`src/rtl/pong_ball_engine_pkg.sv`:
```
// Shared types and defaults for the pong ball engine.
// FSM encoding, direction constants, field geometry, centring helper.
package pong_ball_engine_pkg;

  typedef enum logic [2:0] {
    ST_IDLE  = 3'd0,
    ST_SERVE = 3'd1,
    ST_PLAY  = 3'd2,
    ST_GOAL  = 3'd3,
    ST_OVER  = 3'd4
  } state_e;

  localparam logic LEFT  = 1'b0;
  localparam logic RIGHT = 1'b1;
  localparam logic UP    = 1'b0;
  localparam logic DOWN  = 1'b1;

  localparam int DEF_H_RES     = 640;
  localparam int DEF_V_RES     = 480;
  localparam int DEF_BORDER    = 10;
  localparam int DEF_BALL_SIZE = 20;
  localparam int DEF_PAD_W     = 10;
  localparam int DEF_PAD_H     = 80;
  localparam int DEF_GOAL_TOP  = 180;
  localparam int DEF_GOAL_BOT  = 300;

  function automatic logic [9:0] centre(
    input int res,
    input int size
  );
    return 10'((res - size) / 2);
  endfunction

endpackage

```
`src/rtl/pong_ball_engine_axis_stepper.sv`:
```
// Fractional-rate stepper for one ball axis.
// Ports: clk, reset_n, en (count), clr (zero acc), spd in; step pulse out.
module axis_stepper #(
  parameter int unsigned PERIOD = 2500000
) (
  input  logic        clk,
  input  logic        reset_n,
  input  logic        en,
  input  logic        clr,
  input  logic [15:0] spd,
  output logic        step
);

  localparam logic [31:0] P = 32'(PERIOD);

  logic [31:0] acc;
  logic [31:0] sum;
  logic        over;

  assign sum  = acc + {16'd0, spd};
  assign over = (sum >= P);
  assign step = en && over;

  // Remainder is kept so the average rate is exactly spd/PERIOD.
  always_ff @(posedge clk or negedge reset_n) begin
    if (!reset_n) begin
      acc <= '0;
    end else if (clr) begin
      acc <= '0;
    end else if (en) begin
      acc <= over ? sum - P : sum;
    end
  end

endmodule

```
`src/rtl/pong_ball_engine.sv`:
```
// Ball physics and match FSM: moves/bounces the ball, scores goals.
// Ports: clk, reset_n, start, pause, paddles in; ball, scores, pulses, state out.
module pong_ball_engine
  import pong_ball_engine_pkg::*;
#(
  parameter int          H_RES     = DEF_H_RES,
  parameter int          V_RES     = DEF_V_RES,
  parameter int          BORDER    = DEF_BORDER,
  parameter int          BALL_SIZE = DEF_BALL_SIZE,
  parameter int          PAD_W     = DEF_PAD_W,
  parameter int          PAD_H     = DEF_PAD_H,
  parameter int          GOAL_TOP  = DEF_GOAL_TOP,
  parameter int          GOAL_BOT  = DEF_GOAL_BOT,
  parameter int unsigned PERIOD    = 2500000,
  parameter int          SPD_H0    = 12,
  parameter int          SPD_V0    = 16,
  parameter int          SPD_STEP  = 50,
  parameter int          SPD_MAX   = 2000,
  parameter int          SCORE_W   = 4,
  parameter int          WIN_SCORE = 7,
  parameter int          SERVE_DLY = 25000000
) (
  input  logic               clk,
  input  logic               reset_n,
  input  logic               start,
  input  logic               pause,
  input  logic [9:0]         pad_l_x,
  input  logic [9:0]         pad_l_y,
  input  logic               pad_l_mv,
  input  logic [9:0]         pad_r_x,
  input  logic [9:0]         pad_r_y,
  input  logic               pad_r_mv,
  output logic [9:0]         ball_x,
  output logic [9:0]         ball_y,
  output logic [SCORE_W-1:0] score_l,
  output logic [SCORE_W-1:0] score_r,
  output logic               goal_l,
  output logic               goal_r,
  output logic               hit,
  output logic [2:0]         state,
  output logic               winner
);

  localparam logic [9:0]  CX   = centre(H_RES, BALL_SIZE);
  localparam logic [9:0]  CY   = centre(V_RES, BALL_SIZE);
  localparam logic [10:0] BS   = 11'(BALL_SIZE);
  localparam logic [10:0] PW   = 11'(PAD_W);
  localparam logic [10:0] PH   = 11'(PAD_H);
  localparam logic [10:0] BRD  = 11'(BORDER);
  localparam logic [10:0] XMAX = 11'(H_RES - BORDER);
  localparam logic [10:0] YMAX = 11'(V_RES - BORDER);
  localparam logic [10:0] GT   = 11'(GOAL_TOP);
  localparam logic [10:0] GB   = 11'(GOAL_BOT);
  localparam logic [15:0] H0   = 16'(SPD_H0);
  localparam logic [15:0] V0   = 16'(SPD_V0);
  localparam logic [16:0] SSTP = 17'(SPD_STEP);
  localparam logic [16:0] SMAX = 17'(SPD_MAX);
  localparam logic [SCORE_W-1:0] WIN = SCORE_W'(WIN_SCORE);
  localparam logic [SCORE_W-1:0] ONE = SCORE_W'(1);
  localparam int CNT_W = $clog2(SERVE_DLY + 1);
  localparam logic [CNT_W-1:0] CNT_LAST = CNT_W'(SERVE_DLY - 1);
  localparam logic [CNT_W-1:0] CNT_ONE  = CNT_W'(1);

  state_e           st;
  logic [CNT_W-1:0] cnt;
  logic [15:0]      spd_h;
  logic [15:0]      spd_v;
  logic             dir_h;
  logic             dir_v;
  logic             step_h;
  logic             step_v;
  logic             run;
  logic             clr;

  assign state = st;
  assign run   = (st == ST_PLAY) && !pause;
  assign clr   = (st == ST_IDLE) || (st == ST_GOAL) ||
                 (st == ST_OVER);

  axis_stepper #(.PERIOD(PERIOD)) u_step_h (
    .clk    (clk),
    .reset_n(reset_n),
    .en     (run),
    .clr    (clr),
    .spd    (spd_h),
    .step   (step_h)
  );

  axis_stepper #(.PERIOD(PERIOD)) u_step_v (
    .clk    (clk),
    .reset_n(reset_n),
    .en     (run),
    .clr    (clr),
    .spd    (spd_v),
    .step   (step_v)
  );

  // 11-bit copies so edge sums cannot wrap.
  logic [10:0] bx, by, lx, ly, rx, ry;
  assign bx = {1'b0, ball_x};
  assign by = {1'b0, ball_y};
  assign lx = {1'b0, pad_l_x};
  assign ly = {1'b0, pad_l_y};
  assign rx = {1'b0, pad_r_x};
  assign ry = {1'b0, pad_r_y};

  logic hit_l, hit_r, pad_hit, boost;
  logic at_l, at_r, in_win, wall_v;
  logic goal_for_l, goal_for_r, goal_any;

  assign hit_r = (dir_h == RIGHT) &&
                 (bx + BS > rx) && (bx + BS < rx + PW) &&
                 (by + BS > ry) && (by < ry + PH);
  assign hit_l = (dir_h == LEFT) &&
                 (bx > lx) && (bx < lx + PW) &&
                 (by + BS > ly) && (by < ly + PH);
  assign pad_hit = hit_l || hit_r;
  assign boost   = hit_r ? pad_r_mv : pad_l_mv;

  assign at_l   = (dir_h == LEFT)  && (bx <= BRD);
  assign at_r   = (dir_h == RIGHT) && (bx + BS >= XMAX);
  assign in_win = (by > GT) && (by + BS < GB);

  // Left wall concedes to the right player and vice versa.
  assign goal_for_r = step_h && !pad_hit && at_l && in_win;
  assign goal_for_l = step_h && !pad_hit && at_r && in_win;
  assign goal_any   = goal_for_l || goal_for_r;

  assign wall_v = ((dir_v == UP)   && (by <= BRD)) ||
                  ((dir_v == DOWN) && (by + BS >= YMAX));

  logic [16:0] spd_sum;
  logic [15:0] spd_boost;
  assign spd_sum   = {1'b0, spd_h} + SSTP;
  assign spd_boost = (spd_sum > SMAX) ? SMAX[15:0] : spd_sum[15:0];

  logic [SCORE_W-1:0] sl_nxt, sr_nxt;
  assign sl_nxt = (score_l >= WIN) ? WIN : score_l + ONE;
  assign sr_nxt = (score_r >= WIN) ? WIN : score_r + ONE;

  always_ff @(posedge clk or negedge reset_n) begin
    if (!reset_n) begin
      st      <= ST_IDLE;
      cnt     <= '0;
      ball_x  <= CX;
      ball_y  <= CY;
      score_l <= '0;
      score_r <= '0;
      goal_l  <= 1'b0;
      goal_r  <= 1'b0;
      hit     <= 1'b0;
      spd_h   <= H0;
      spd_v   <= V0;
      dir_h   <= RIGHT;
      dir_v   <= UP;
      winner  <= 1'b0;
    end else begin
      goal_l <= 1'b0;
      goal_r <= 1'b0;
      hit    <= 1'b0;
      unique case (st)
        ST_IDLE: begin
          if (start) begin
            st  <= ST_SERVE;
            cnt <= '0;
          end
        end
        ST_SERVE: begin
          if (!pause) begin
            ball_x <= CX;
            ball_y <= CY;
            if (cnt == CNT_LAST) begin
              cnt <= '0;
              st  <= ST_PLAY;
            end else begin
              cnt <= cnt + CNT_ONE;
            end
          end
        end
        ST_PLAY: begin
          if (step_v && !goal_any) begin
            if (wall_v) begin
              dir_v <= ~dir_v;
            end else if (dir_v == DOWN) begin
              ball_y <= ball_y + 10'd1;
            end else begin
              ball_y <= ball_y - 10'd1;
            end
          end
          if (step_h) begin
            if (pad_hit) begin
              dir_h <= ~dir_h;
              hit   <= 1'b1;
              if (boost) begin
                spd_h <= spd_boost;
              end
            end else if (goal_for_r) begin
              goal_r  <= 1'b1;
              score_r <= sr_nxt;
              dir_h   <= RIGHT;
              if (sr_nxt == WIN) begin
                st     <= ST_OVER;
                winner <= 1'b1;
              end else begin
                st <= ST_GOAL;
              end
            end else if (goal_for_l) begin
              goal_l  <= 1'b1;
              score_l <= sl_nxt;
              dir_h   <= LEFT;
              if (sl_nxt == WIN) begin
                st     <= ST_OVER;
                winner <= 1'b0;
              end else begin
                st <= ST_GOAL;
              end
            end else if (at_l || at_r) begin
              dir_h <= ~dir_h;
            end else if (dir_h == RIGHT) begin
              ball_x <= ball_x + 10'd1;
            end else begin
              ball_x <= ball_x - 10'd1;
            end
          end
        end
        ST_GOAL: begin
          ball_x <= CX;
          ball_y <= CY;
          spd_h  <= H0;
          spd_v  <= V0;
          cnt    <= '0;
          st     <= ST_SERVE;
        end
        ST_OVER: begin
          ball_x <= CX;
          ball_y <= CY;
          spd_h  <= H0;
          spd_v  <= V0;
          if (start) begin
            score_l <= '0;
            score_r <= '0;
            cnt     <= '0;
            st      <= ST_SERVE;
          end
        end
        default: st <= ST_IDLE;
      endcase
    end
  end

endmodule

```
`config.mk`:
```
export PLATFORM = sky130hd
export DESIGN_NAME = pong_ball_engine
export DESIGN_NICKNAME = d
export VERILOG_FILES = /design/src/rtl/pong_ball_engine_pkg.sv /design/src/rtl/pong_ball_engine_axis_stepper.sv /design/src/rtl/pong_ball_engine.sv
export SDC_FILE = /design/constraint.sdc
export NUM_CORES = 1
export LEC_CHECK = 0
export ABC_AREA = 1
export BUFFER_PORTS_ARGS = -buffer_cell sky130_fd_sc_hd__buf_2
export CORE_UTILIZATION = 40
export CTS_CLUSTER_SIZE = 8
export DETAILED_ROUTE_END_ITERATION = 16
export GPL_TIMING_DRIVEN = 1
export SLEW_MARGIN = 20
export SYNTH_ARGS = -nofsm -noshare
export SYNTH_HDL_FRONTEND = slang
export SYNTH_SLANG_ARGS = --single-unit
```
`constraint.sdc`:
```
create_clock -name clk -period 3.2 [get_ports clk]
set_input_delay 0.96 -clock clk [delete_from_list [all_inputs] [get_ports clk]]
set_output_delay 0.96 -clock clk [all_outputs]
set_load 0.01 [all_outputs]
```
==> run summary, run 1 <==
The run finished, with violations left. The checks that failed: setup timing. The tools report the boundary pin count as 81. For the worst-skew pair, the clock arrives at the later sink with an insertion delay of 0.43 ns. The worst setup path is launched from a primary input. Dividing the detail-routed wire length by the instance count gives 14.7 um.

Setup repair after global routing could not meet its margin everywhere. Area fraction in and, or, nand and nor cells after synthesis: 0.345. The longest clock path from root to sink contains 2 buffers. After routing the design area is 18700 um^2.

The final number of max-transition violations was 0. The tree is rooted in a sky130_fd_sc_hd__clkbuf_16. The number of DRC violations after detailed routing is 0, and the die extent in y is 188 um. The number of standard cells in the layout, taps in and fillers out is 2895, and the overall global routing resource usage is 0.237. The CTS sink count was 136.

The share of Yosys cell area claimed by the top area cell type works out to 0.222. STA classifies the critical path endpoint as a flip-flop. For the first-pass GRT wire length, the log shows 68.9 mm. Critical-path cell with the highest stage delay: sky130_fd_sc_hd__nor4_1. The normalized max-slew margin was 0.385; the power density of the placed cells was 481 nW/um^2.

The floorplan step defined a die boundary enclosing 35500 um^2. The signal on the critical path passes through buf_2 -> buf_4 -> inv_1 -> o21ai_2 -> buf_4 -> nand2_1 -> xor2_1 -> ha_1 -> nand2_1 -> nor4_1 -> nor2_1 -> nand3_1 -> nand2_2 -> inv_2 -> nand4_1 -> buf_4 -> buf_6 -> nand2_4 -> nand4_4 -> nand2_1 -> o21ai_1. The worst setup margin came out at -0.0446 ns. The data required time of the worst path is 3.51 ns, and the number of max-capacitance violations reported is 0.

After detailed routing, the number of vias per cell comes to 5.17. Worst hold path class: in2async. A synthesized cell averages 6.57 um^2.

The tools report the number of failing hold endpoints at the final stage as 0. The number of enable-type register cells in the synthesized netlist is 0. The tools report the initial antenna violation count as 0. The analysis attributes to cell leakage a power of 9.33 nW.

The flip-flop and latch count after synthesis is 136, and the number of cells produced by synthesis is 2114. The dominant combinational cell family by area after synthesis was simple AND/OR/NAND/NOR gates. The final cycle utilization of the critical path is 1.01, and the measured slew at the worst slew-check pin is 0.921 ns. The run gives 0.410 as the initial core utilization.

The run gives 0 as the number of hold-repair buffers added at the cts stage. Summed over all instances, the cell type with the most area after synthesis is sky130_fd_sc_hd__dfrtp_1. The startpoint of the most critical register-to-register path was ball_y[2]. Fraction of final layout cells with drive strength greater than 1: 0.290.

For the fraction of met2 tracks used by global routing, the log shows 0.424. The number of cell rows is 67, and the overflow left after global routing is 0. Number of cell instances on the worst register-to-register path: 22. Summed over all nets, the half-perimeter wirelength after detailed placement is 32.4 mm. The part of the Yosys area used for sequential elements is 0.246. The fraction of registers with async set/reset is 1.00, and the clock period minus worst slack is 3.24 ns. The synthesis warning total was 0; the post-synthesis compound-gate area fraction was 0.142. The worst stage delay on the critical path was 0.32 ns; the final net count was 2606. The critical path is of the in2reg type. For the met3 usage, the log shows 0.0246. The design draws 9.00 mW. The detail route stage leaves a number of antenna-violating nets equal to 0.

In the synthesized netlist the dominant register cell turns out to be sky130_fd_sc_hd__dfrtp_1. The utilization after layout was 0.553; the number of global-route vias before repair was 14700. The area growth from synthesis to layout was 34.8%; the register clock-pin slew on the reported worst setup and hold paths was 0.06 ns. The core region is 33900 um^2.

In this run the critical register-to-register path is captured at score_r[1]. met2 is the most crowded layer. The die width came out at 188 um. The placed instances occupy a cell area of 16400 um^2. Static timing analysis puts the maximum clock frequency at 308 MHz.

The dominant cell by count in the synthesized netlist is sky130_fd_sc_hd__nand2_1. 0 antenna diodes ended up in the layout. The share of synthesized cell area in full adder, half adder and majority cells works out to 0.115. For the final routed wirelength across all metal layers, the log shows 42.6 mm.

The tools report the total clock buffers created by CTS as 17. The cell area that synthesis handed to floorplanning was 13900 um^2. The total setup violations reported at the end of the flow was 14. For this run, the detailed router's first-pass iteration total came to 5.

The routed layout has 15000 vias. TritonCTS built the clock tree. The synthesized netlist contains 67 unique library cells.

For this block, the initial DRC count from the detailed router was 857. At the placement stage, the worst setup path has a slack of -0.763 ns. The worst-case IR drop observed on VDD is 387 uV. Weighted congestion reported at the end of routability-driven placement: 0.928.

Data on the critical path arrives at its endpoint at 3.55 ns. For flop-to-flop paths, the worst setup slack is -0.03 ns. The H-tree was split into 4 levels. The met1 capacity usage during global routing was 0.297. Counting tap cells, the placed design contains a total of 2824 instances. The synthesized-area fraction occupied by xor and xnor cells was 0.0489.

Entering global routing, the biggest net connects 63 pins. The critical-path maximum fanout is 8. By count the netlist is led by sky130_fd_sc_hd__nand2_1, sky130_fd_sc_hd__inv_1, sky130_fd_sc_hd__nor2_1.

The portion of netlist area occupied by mux cells was 0. Port buffering added 80 buffers. Between clock sinks in the finished design, the worst skew comes to 0.0105 ns.

After synthesis, the cell types taking the most area are sky130_fd_sc_hd__dfrtp_1, sky130_fd_sc_hd__nand2_1, sky130_fd_sc_hd__ha_1, sky130_fd_sc_hd__inv_1, sky130_fd_sc_hd__o21ai_0. The number of nets in the synthesized netlist is 2286.
==> repair_timing <==
action                     4_1_cts  5_1_grt
setup endpoints to repair       51       95
pin swaps                       39       80
buffers inserted                15       24
hold endpoints to repair         0        0
cloned                           2        1
resized for setup               74      267
==> critical path: cells and delay by family <==
kind                       cells  cell delay (ns)
xor gates and xnor gates       1             0.15
adders and majority gates      1             0.28
buffers and inverters          7             0.80
AOI/OAI and AO/OA              2             0.20
and+or+nand+nor               10             1.17
==> stage by stage <==
stage / setup TNS [ns] / hold WS (ns)
2_1_floorplan: -2.70 / 0.453
3_3_place_gp: -29.34 / 0.467
3_5_place_dp: -32.81 / 0.477
4_1_cts: -6.15 / 0.493
5_1_grt: -7.37 / 0.528
6_report: -0.352 / 0.506
==> how the worst max path moves through the flow <==
stage / from / end / slack (ns) / cells past startpoint
after floorplan: pad_r_x[1] / ball_x[9] / -0.16 / 20
after global placement: pad_r_x[1] / ball_y[0] / -0.69 / 22
after detailed placement: pad_r_x[1] / ball_y[8] / -0.76 / 22
after CTS: pad_r_x[1] / ball_y[8] / -0.19 / 23
after global routing: ball_y[2] / score_r[1] / -0.27 / 22
final: pad_l_x[1] / score_r[1] / -0.04 / 21
==> registers in the layout, indices dropped and copies added (netlist names), 3 cells and up <==
signal / count
ball_x: 10
ball_y: 10
cnt: 25
score_l: 4
score_r: 4
spd_h: 15
state: 3
u_step_h.acc: 31
u_step_v.acc: 28
==> routing by layer <==
metal,vias up,part of all wire
li1,7577,-
met1,6969,0.44
met2,337,0.50
met3,73,0.039
met4,0,0.023
met5,-,0
==> final cells by class <==
cell class              count  area [um^2]
clock inverters            11          125
inverters                 340         1290
repair buffers            327         2470
flip-flops and latches    136         3420
fillers                  3206        15100
multi-input cells        1612        10400
well taps                 448          561
clock buffers              21          450
==> logic make-up (layout without fill, tap and decap cells) <==
family,count (synthesis),in the layout
and+or+nand+nor,1061,1062
AOI/OAI and AO/OA,350,350
buffers and inverters,367,699
adders and majority gates,126,126
xor gates and xnor gates,74,74
DFF,136,136
==> where the power goes <==
part           internal, mW  switching [mW]  total, mW
registers              1.99           0.291       2.28
logic                  1.92            2.81       4.72
clock network          1.17           0.829       2.00
total                  5.07            3.93       9.00
==> cell usage in the layout (no fill, tap or decap), drive strengths merged, types with 7 or more instances in the layout <==
master    n
o21ai   159
xor2     62
dfstp    13
nand4    65
or2       7
nand2   579
o21bai   13
nor3     58
nand3   139
buf     327
nor2    192
nor4     10
o22ai    11
clkinv   11
a21oi   123
ha      124
xnor2    12
inv     336
clkbuf   21
dfrtp   123
No activity file was read; power rests on OpenSTA's default activity.
==> inputs of run 2 (changes only) <==
==> constraint.sdc (replaced) <==
create_clock -name clk -period 2.9 [get_ports clk]
set_input_delay 0.87 -clock clk [delete_from_list [all_inputs] [get_ports clk]]
set_output_delay 0.87 -clock clk [all_outputs]
set_load 0.01 [all_outputs]
==> run summary, run 2 (same netlist as run 1, synthesis figures left out) <==
The tools report the CTS sink count as 136. The fraction of final layout cells with drive strength greater than 1 is 0.387, and the wire length per cell after detailed routing is 15.2 um. For the pin with the worst max-slew slack, the measured transition is 0.817 ns. Initial antenna violation count: 1. The latest clock arrival within the worst-skew pair came out at 0.44 ns. The final reports fail on setup timing. Leaving out fill and tap cells, the most frequent cell in the layout is sky130_fd_sc_hd__nand2_1. The maximum number of buffers from clock root to sink was 2; the final routed wirelength across all metal layers was 45.9 mm. The count of buffers inserted at the top-level ports works out to 80.

In this run the static leakage power is 10.3 nW. For this run, the detailed router's first-pass iteration total came to 5. Entering global routing, the biggest net connects 45 pins. The die extent in y came out at 188 um.

The boundary pin count came out at 81. The startpoint of the most critical register-to-register path is ball_x[2]. In this run the number of H-tree levels came out at 4.

The logs give 520 uV for the maximum vdd drop and 0.608 for the utilization after layout. The clock arrives with 0.0104 ns of skew. The number of global-route vias before repair came out at 14600. Leaving out fill and tap cells, the most frequent cells in the layout are sky130_fd_sc_hd__nand2_1, sky130_fd_sc_hd__buf_4, sky130_fd_sc_hd__inv_1, sky130_fd_sc_hd__nor2_1, sky130_fd_sc_hd__nand2_2.

TritonCTS built the clock tree. The number of max-capacitance violations reported was 0; the top achievable clock speed was 312 MHz. The run finished, with violations left.

The tools report the type of element launching the critical path as a flip-flop. Normalized max-slew margin: 0.455. The worst register-to-register path ends at spd_h[8]. The die covers 35500 um^2. The tools report the count of nets left with antenna violations after detail routing as 0.

The number of failing hold endpoints at the final stage was 0. STA puts the critical path data required time at 3.26 ns. The layout has 2980 filler cells.

The final cycle utilization of the critical path is 1.10. The min-delay analysis places its worst path in the category in2async. The number of flip-flops in the largest register came out at 31.

The overflow left after global routing came out at 0. The first-pass GRT wire length is 69.6 mm. After the last flow step, the layout net total stands at 2725. The wire-length estimate of the detail-placed layout is 33.1 mm.

The final number of max-transition violations is 0, and the weighted congestion reported at the end of routability-driven placement is 0.912. For the number of hold-repair buffers added at the cts stage, the log shows 0. The die is 188 um wide.

By startpoint and endpoint, the worst setup path is classified as reg2reg. Subtracting the final worst setup slack from the clock period gives 3.20 ns. The register with the most flip-flops is u_step_h.acc.

The worst setup margin came out at -0.301 ns. Data on the critical path arrives at its endpoint at 3.57 ns. The total clock buffers created by CTS is 17. Overall global routing resource usage: 0.239. For the slack of the worst reg-to-reg path, the log shows -0.30 ns. Register clock-pin slew on the reported worst setup and hold paths: 0.07 ns. Of all nets on the critical path, the largest fanout is 8. The power density of the placed cells is 509 nW/um^2. The initial core utilization was 0.410; the post-place setup slack was -0.904 ns.

Setup violations remaining at the end of the flow were counted as 63. The core area came out at 33900 um^2. The largest registers in the layout are u_step_h.acc x31, u_step_v.acc x28, cnt x25. After detailed routing, the number of remaining DRC violations is 0. The routed layout has 15800 vias.

Relative to the synthesized area, the layout overhead comes to 48.4%. The number of vias per cell after detailed routing is 5.23. The tree is rooted in a sky130_fd_sc_hd__clkbuf_16. Setup repair after global routing could not meet its margin everywhere. The number of cell instances on the worst register-to-register path was 21; the number of cell rows was 67.

In this run, the number of DRC markers left after iteration 0 of detailed routing was 1037. STA classifies the critical path endpoint as a flip-flop.
==> run 2: changes by cell type in the layout (fill, tap and decap cells not counted), moves of 16 or more <==
cell / change
sky130_fd_sc_hd__nand2_1: -71
sky130_fd_sc_hd__inv_1: -16
sky130_fd_sc_hd__nand2_2: +38
sky130_fd_sc_hd__nand3_1: -20
sky130_fd_sc_hd__buf_4: +93
sky130_fd_sc_hd__buf_6: +22
sky130_fd_sc_hd__o21ai_0: -29
sky130_fd_sc_hd__o21ai_1: +22
sky130_fd_sc_hd__nor2_1: -16
sky130_fd_sc_hd__nand2_4: +32
==> run 2: routing by layer <==
layer,part of all wire,wire [um],up-vias,global-route usage
met3,0.036,1630,69,0.0231
met2,0.49,22700,374,0.410
li1,-,-,7814,-
met5,0,0,-,0
met4,0.022,1010,0,0.0707
met1,0.45,20600,7506,0.318
==> run 2: how the worst max path moves through the flow <==
stage	startpoint	to	slack [ns]	depth (start not counted)
floorplan	pad_r_x[1]	ball_x[9]	-0.37	20
global placement	pad_r_x[1]	state[0]	-0.87	23
detailed placement	pad_r_x[1]	spd_h[10]	-0.90	20
CTS	pad_r_x[2]	ball_y[8]	-0.33	21
global route	ball_x[2]	spd_h[8]	-0.49	19
finish	ball_x[2]	spd_h[8]	-0.30	21
==> run 2: layout make-up <==
type,count,area [um^2],area share
diodes,1,2.50,0.000121
clock buffers,18,439,0.0213
clock inverters,14,139,0.00674
inverters,340,1310,0.0638
multi-input cells,1613,11300,0.547
flip-flops and latches,136,3430,0.166
well taps,448,561,0.0272
repair buffers,444,3450,0.168
repair inverters,1,8.76,0.000425
==> run 2: timing repair <==
action / in CTS / in global routing
resized for setup: 128 / 491
gates cloned: 1 / 3
buffers inserted: 11 / 54
endpoints found under the hold margin: 0 / 0
setup endpoints to repair: 78 / 106
pin swaps: 34 / 199
==> run 2: critical path, stage by stage, from the launching register on <==
cell	delay [ns]
sky130_fd_sc_hd__dfstp_2	0.57
sky130_fd_sc_hd__buf_6	0.12
sky130_fd_sc_hd__buf_6	0.10
sky130_fd_sc_hd__inv_4	0.04
sky130_fd_sc_hd__ha_4	0.26
sky130_fd_sc_hd__inv_4	0.04
sky130_fd_sc_hd__ha_4	0.27
sky130_fd_sc_hd__nand2_4	0.05
sky130_fd_sc_hd__nor2_4	0.10
sky130_fd_sc_hd__a21oi_2	0.07
sky130_fd_sc_hd__or2_4	0.25
sky130_fd_sc_hd__nand2_2	0.07
sky130_fd_sc_hd__nand3_2	0.08
sky130_fd_sc_hd__nor2_4	0.18
sky130_fd_sc_hd__nand3_4	0.11
sky130_fd_sc_hd__buf_6	0.13
sky130_fd_sc_hd__o211ai_1	0.15
sky130_fd_sc_hd__nand2_1	0.12
sky130_fd_sc_hd__nand2_4	0.13
sky130_fd_sc_hd__buf_6	0.15
sky130_fd_sc_hd__nand2_1	0.06
sky130_fd_sc_hd__o21ai_1	0.08
==> run 2: per-stage QoR <==
step | hold WS, ns | setup TNS (ns) | power (mW) | instances | instance area [um^2]
after global routing | 0.385 | -24.57 | 11.2 | 3015 | 20600
final | 0.359 | -12.94 | 10.5 | 3015 | 20600
after detailed placement | 0.477 | -50.03 | 7.18 | 2915 | 17100
after CTS | 0.373 | -16.08 | 9.62 | 2959 | 18400
after global placement | 0.474 | -46.22 | 7.06 | 2915 | 17100
after floorplan | 0.453 | -11.58 | 5.22 | 2114 | 13900
==> run 2: power breakdown <==
part	internal (mW)	switching (mW)	total (mW)
Clock	1.22	0.955	2.18
Combinational	2.45	3.40	5.84
Sequential	2.19	0.284	2.48
